## config.mk

```make
export PLATFORM = sky130hd
export DESIGN_NAME = pulse_period_meter
export DESIGN_NICKNAME = d
export VERILOG_FILES = /design/src/rtl/pulse_meter_pkg.sv /design/src/rtl/pulse_period_meter_rise_detect.sv /design/src/rtl/pulse_period_meter.sv
export SDC_FILE = /design/constraint.sdc
export NUM_CORES = 1
export LEC_CHECK = 0
export BUFFER_PORTS_ARGS = -buffer_cell sky130_fd_sc_hd__clkbuf_2
export CAP_MARGIN = 20
export CORE_ASPECT_RATIO = 1.5
export CORE_UTILIZATION = 35
export CTS_BUF_LIST = sky130_fd_sc_hd__clkbuf_16
export DETAILED_ROUTE_END_ITERATION = 7
export PLACE_DENSITY = 0.57
export SETUP_SLACK_MARGIN = 0.5
export SLEW_MARGIN = 30
export SYNTH_ARGS = -nofsm -noshare
export SYNTH_HDL_FRONTEND = slang
export SYNTH_HIERARCHICAL = 1
export SYNTH_SLANG_ARGS = --single-unit
```

## constraint.sdc

```tcl
create_clock -name clk -period 2.5 [get_ports clk]
set_input_delay 0.25 -clock clk [delete_from_list [all_inputs] [get_ports clk]]
set_output_delay 0.25 -clock clk [all_outputs]
set_load 0.02 [all_outputs]
```

## src/rtl/pulse_meter_pkg.sv

```systemverilog
// Shared definitions for the pulse period meter and its helper stages.
package pulse_meter_pkg;

  localparam int CNT_W_DEF = 16;

  typedef enum logic [1:0] {
    IDLE    = 2'd0,
    ARM     = 2'd1,
    MEASURE = 2'd2
  } state_e;

endpackage

```

## src/rtl/pulse_period_meter_rise_detect.sv

```systemverilog
// Rising-edge detector on an already-synchronous level.
// The delay register resets high so a level that is already 1 at reset release is not a rise.
module rise_detect (
  input  logic clk,
  input  logic reset,
  input  logic d,
  output logic rise
);

  logic sig_d_q;

  always_ff @(posedge clk) begin
    if (reset) sig_d_q <= 1'b1;
    else       sig_d_q <= d;
  end

  assign rise = d & ~sig_d_q;

endmodule

```

## src/rtl/pulse_period_meter.sv

```systemverilog
// Measures period and high time between consecutive rising edges of signal_in.
// Counters saturate; a saturated period with no edge ends the measurement as a timeout.
module pulse_period_meter
  import pulse_meter_pkg::*;
#(
  parameter int CNT_W = CNT_W_DEF
) (
  input  logic             clk,
  input  logic             reset,
  input  logic             signal_in,
  input  logic             enable,
  output logic [CNT_W-1:0] period_out,
  output logic [CNT_W-1:0] high_out,
  output logic             meas_valid,
  output logic             overflow,
  output logic             measuring
);

  localparam logic [CNT_W-1:0] CNT_MAX = '1;
  localparam logic [CNT_W-1:0] CNT_ONE = CNT_W'(1);

  state_e           state_q, state_d;
  logic [CNT_W-1:0] period_cnt_q, period_cnt_d;
  logic [CNT_W-1:0] high_cnt_q, high_cnt_d;
  logic [CNT_W-1:0] period_out_q, period_out_d;
  logic [CNT_W-1:0] high_out_q, high_out_d;
  logic             meas_valid_q, meas_valid_d;
  logic             overflow_q, overflow_d;
  logic             rise;

  rise_detect u_rise_detect (
    .clk   (clk),
    .reset (reset),
    .d     (signal_in),
    .rise  (rise)
  );

  always_ff @(posedge clk) begin
    if (reset) begin
      state_q      <= IDLE;
      period_cnt_q <= '0;
      high_cnt_q   <= '0;
      period_out_q <= '0;
      high_out_q   <= '0;
      meas_valid_q <= 1'b0;
      overflow_q   <= 1'b0;
    end else begin
      state_q      <= state_d;
      period_cnt_q <= period_cnt_d;
      high_cnt_q   <= high_cnt_d;
      period_out_q <= period_out_d;
      high_out_q   <= high_out_d;
      meas_valid_q <= meas_valid_d;
      overflow_q   <= overflow_d;
    end
  end

  always_comb begin
    state_d      = state_q;
    period_cnt_d = period_cnt_q;
    high_cnt_d   = high_cnt_q;
    period_out_d = period_out_q;
    high_out_d   = high_out_q;
    meas_valid_d = 1'b0;
    overflow_d   = overflow_q;

    if (!enable) begin
      // Dropping enable abandons any measurement in progress without reporting it.
      state_d      = IDLE;
      period_cnt_d = '0;
      high_cnt_d   = '0;
    end else begin
      case (state_q)
        IDLE: begin
          period_cnt_d = '0;
          high_cnt_d   = '0;
          state_d      = ARM;
        end
        ARM: begin
          if (rise) begin
            period_cnt_d = CNT_ONE;
            high_cnt_d   = CNT_ONE;
            state_d      = MEASURE;
          end
        end
        MEASURE: begin
          if (rise) begin
            period_out_d = period_cnt_q;
            high_out_d   = high_cnt_q;
            meas_valid_d = 1'b1;
            overflow_d   = 1'b0;
            period_cnt_d = CNT_ONE;
            high_cnt_d   = CNT_ONE;
          end else if (period_cnt_q == CNT_MAX) begin
            period_out_d = CNT_MAX;
            high_out_d   = high_cnt_q;
            meas_valid_d = 1'b1;
            overflow_d   = 1'b1;
            period_cnt_d = '0;
            high_cnt_d   = '0;
            state_d      = ARM;
          end else begin
            period_cnt_d = (period_cnt_q == CNT_MAX) ? CNT_MAX : period_cnt_q + CNT_ONE;
            if (signal_in && (high_cnt_q != CNT_MAX)) high_cnt_d = high_cnt_q + CNT_ONE;
          end
        end
        default: begin
          state_d      = IDLE;
          period_cnt_d = '0;
          high_cnt_d   = '0;
        end
      endcase
    end
  end

  assign period_out = period_out_q;
  assign high_out   = high_out_q;
  assign meas_valid = meas_valid_q;
  assign overflow   = overflow_q;
  assign measuring  = (state_q == MEASURE);

endmodule

```

==> results.py <==
metrics = {
    "run_status": {
        "outcome": "finished, final reports clean",
    },
    "place": {
        "place_ws_ns": 0.353,
        "place_inst": 514,
        "port_buffers": 38,
        "place.gp.congestion": 0.855,
        "dp_hpwl_um": 5210,
    },
    "yosys": {
        "synth_area_leaders": "dfxtp_1, nor2_1, nand2_1",
        "yosysTopAreaCell": "dfxtp_1",
        "synthArstFlopShare_pct": 0,
        "ys.flop_type": "dfxtp_1",
        "yosys.area.top_type_share_pct": 44.5,
        "synth_cell_types": 48,
        "synth_warnings": 6,
        "synth_fp_nets": 388,
        "synth-seq-cells": 69,
        "ys_seq_area_share_pct": 44.5,
        "syn_avg_cell_area_um2": 8.21,
        "synth_edf_count": 0,
        "synthCells": 378,
        "synthesis.area_um2": 3100,
    },
    "clock_network": {
        "numCtsBuffers": 9,
        "cts_root_buf": "clkbuf_16",
        "cts_sinks": 69,
        "clock_latency_ns": 0.33,
        "htreeDepth": 3,
        "clk_path_buf_depth": 2,
        "cts_hold_buffers": 0,
        "path_clk_slew_ns": 0.05,
        "cts_tree": "done",
    },
    "global_route": {
        "grt_use_total_pct": 17.7,
        "grt_first_pass_wirelength_um": 13000,
        "antenna_found_initial": 0,
        "grt_max_degree": 37,
        "grt-ovfl-total": 0,
        "grt_pass1_vias": 2877,
    },
    "timing": {
        "setup_tns_ns": 0,
        "min_period_over_period_pct": 79.2,
        "rsz0062_at_grt": "yes",
        "setup_viol": 0,
        "drv_slew": 0,
        "setup_slack_ns": 0.521,
        "finalHoldViolations": 0,
        "tightest_slew_ns": 0.650,
        "slew_headroom_pct": 56.6,
        "fmax_mhz": 505,
        "fin_crit_ns": 1.98,
        "clock_skew_ns": 0.00625,
    },
    "critical_path": {
        "worstPathArrival_ns": 2.23,
        "reg2reg_slack_ns": 0.52,
        "cp.required_ns": 2.75,
        "end_kind": "register",
        "critical_path.max_fanout": 9,
        "crit_type": "register to register",
        "cp-start-kind": "register",
    },
    "layout": {
        "final_nets": 439,
        "multi_input_area_um2": 1650,
        "n_antenna_cell": 0,
        "final_cells": 540,
        "drive_gt1_share_pct": 25.6,
        "area_growth_pct": 24.0,
        "register_area_um2": 1410,
        "layout_common_cells": "nor2_1, dfxtp_1, nand2_1",
        "nFillCells": 875,
        "final_common_cell": "nor2_1",
        "final_core_util_pct": 45.2,
    },
    "pwr": {
        "power_switching_uw": 493,
        "ir_drop_uv": 360,
        "comb_power_share_pct": 3.3,
        "intPower_mw": 1.77,
        "p_clk_share_pct": 48.0,
        "p_seq_share_pct": 48.7,
        "leakage_nw": 1.35,
        "powerDensity_nw_per_um2": 587,
        "p_sw_share_pct": 21.8,
    },
    "die": {
        "io_pins": 39,
        "rows": 41,
        "die_area_um2": 9250,
        "fp.dieH_um": 117,
        "design.core.area_um2": 8520,
        "dieWidth_um": 78.9,
        "start_util_pct": 36.4,
    },
    "routing": {
        "routed_wl_um": 7580,
        "drcViolationCount": 0,
        "antenna_left": 0,
        "drt-pass1-iter-count": 5,
        "vias_per_cell": 5.21,
        "drtIter0Drc": 119,
        "vias": 2811,
        "route.detailed.wl_per_inst_um": 14.0,
    },
    "run": {
        "max-cap-violations": 0,
    },
    "hold_path": {
        "hp-class": "input port to register",
    },
}
==> kinds of logic after synthesis <==
| logic type | Yosys count | share of synthesized area (%) |
|---|---|---|
| AO/OA/AOI/OAI | 74 | 15.4 |
| AND/OR/NAND/NOR | 184 | 27.6 |
| adder cells (fa/ha/maj) | 6 | 2.42 |
| buffers and inverters | 31 | 6.13 |
| XOR/XNOR | 14 | 3.95 |
| flip-flops | 69 | 44.5 |
==> flip-flops by register name (all words and copies together) (netlist names) <==
signal                 cells
u_rise_detect/sig_d_q      1
overflow                   1
period_cnt_q              16
high_out                  16
high_cnt_q                16
meas_valid                 1
period_out                16
state_q                    2
==> through the flow <==
| stage | area (um^2) | hold slack (ns) | power (mW) |
|---|---|---|---|
| 2_1_floorplan | 3120 | 0.347 | 1.17 |
| 3_3_place_gp | 3400 | 0.443 | 1.20 |
| 3_5_place_dp | 3400 | 0.449 | 1.20 |
| 4_1_cts | 3760 | 0.285 | 2.28 |
| 5_1_grt | 3850 | 0.312 | 2.34 |
| 6_report | 3850 | 0.301 | 2.26 |
==> power by group through the flow <==
stage               combinational, mW  sequential, mW  clock, mW
floorplan                      0.0454            1.13          0
CTS                            0.0709            1.10       1.11
detailed placement             0.0674            1.13          0
finish                         0.0739            1.10       1.08
global placement               0.0680            1.13          0
global route                   0.0818            1.10       1.15
==> worst paths after layout <==
path | startpoint | endpoint | cells past startpoint
setup / recovery | high_cnt_q[6] | high_cnt_q[2] | 5
setup reg to reg | high_cnt_q[6] | high_cnt_q[2] | 5
hold reg to reg | high_out[14] | high_out[14] | 2
hold / removal | signal_in | u_rise_detect/sig_d_q | 2
==> cell usage after synthesis, types with 2 or more instances <==
| master | count |
|---|---|
| nand4_1 | 10 |
| xor2_1 | 2 |
| nand2b_1 | 5 |
| a211oi_1 | 3 |
| nor3_1 | 24 |
| nand2_1 | 50 |
| and3_1 | 2 |
| nor2_1 | 61 |
| ha_1 | 6 |
| nor4_1 | 5 |
| xnor2_1 | 12 |
| a31oi_1 | 9 |
| o21ai_0 | 11 |
| dfxtp_1 | 69 |
| a41oi_1 | 5 |
| inv_1 | 10 |
| and4_2 | 2 |
| clkbuf_1 | 10 |
| buf_2 | 5 |
| a21oi_1 | 32 |
| o211ai_1 | 3 |
| nor2b_1 | 3 |
| nand3_1 | 14 |
==> routing by layer <==
layer / vias up / GRT usage [%] / share of wire (%)
met5: - / 0 / 0
met4: 0 / 11.0 / 3.4
met3: 21 / 3.58 / 3.5
met2: 60 / 31.8 / 53
met1: 1315 / 18.3 / 41
li1: 1415 / - / -
==> critical path, stage by stage (launching register included) <==
cell and delay [ns]:
dfxtp_4 0.37, nand4_1 0.15, or4_4 0.62, a211oi_4 0.39, o21ai_4 0.15, a31oi_1 0.21
==> what timing repair did <==
action / CTS / global route
gates resized for setup: 11 / 24
pin swaps: 11 / 9
gates cloned: 1 / 0
setup endpoints to repair: 30 / 57
setup buffers: 6 / 4
==> final cells by class <==
type	count	area share, %
clock buffers	9	5.85
clock inverters	6	0.650
inverters	10	0.975
multi-input cells	279	42.8
flip-flops and latches	69	36.7
well taps	107	3.48
repair buffers	60	9.56
(Power assumes the default switching activity.)
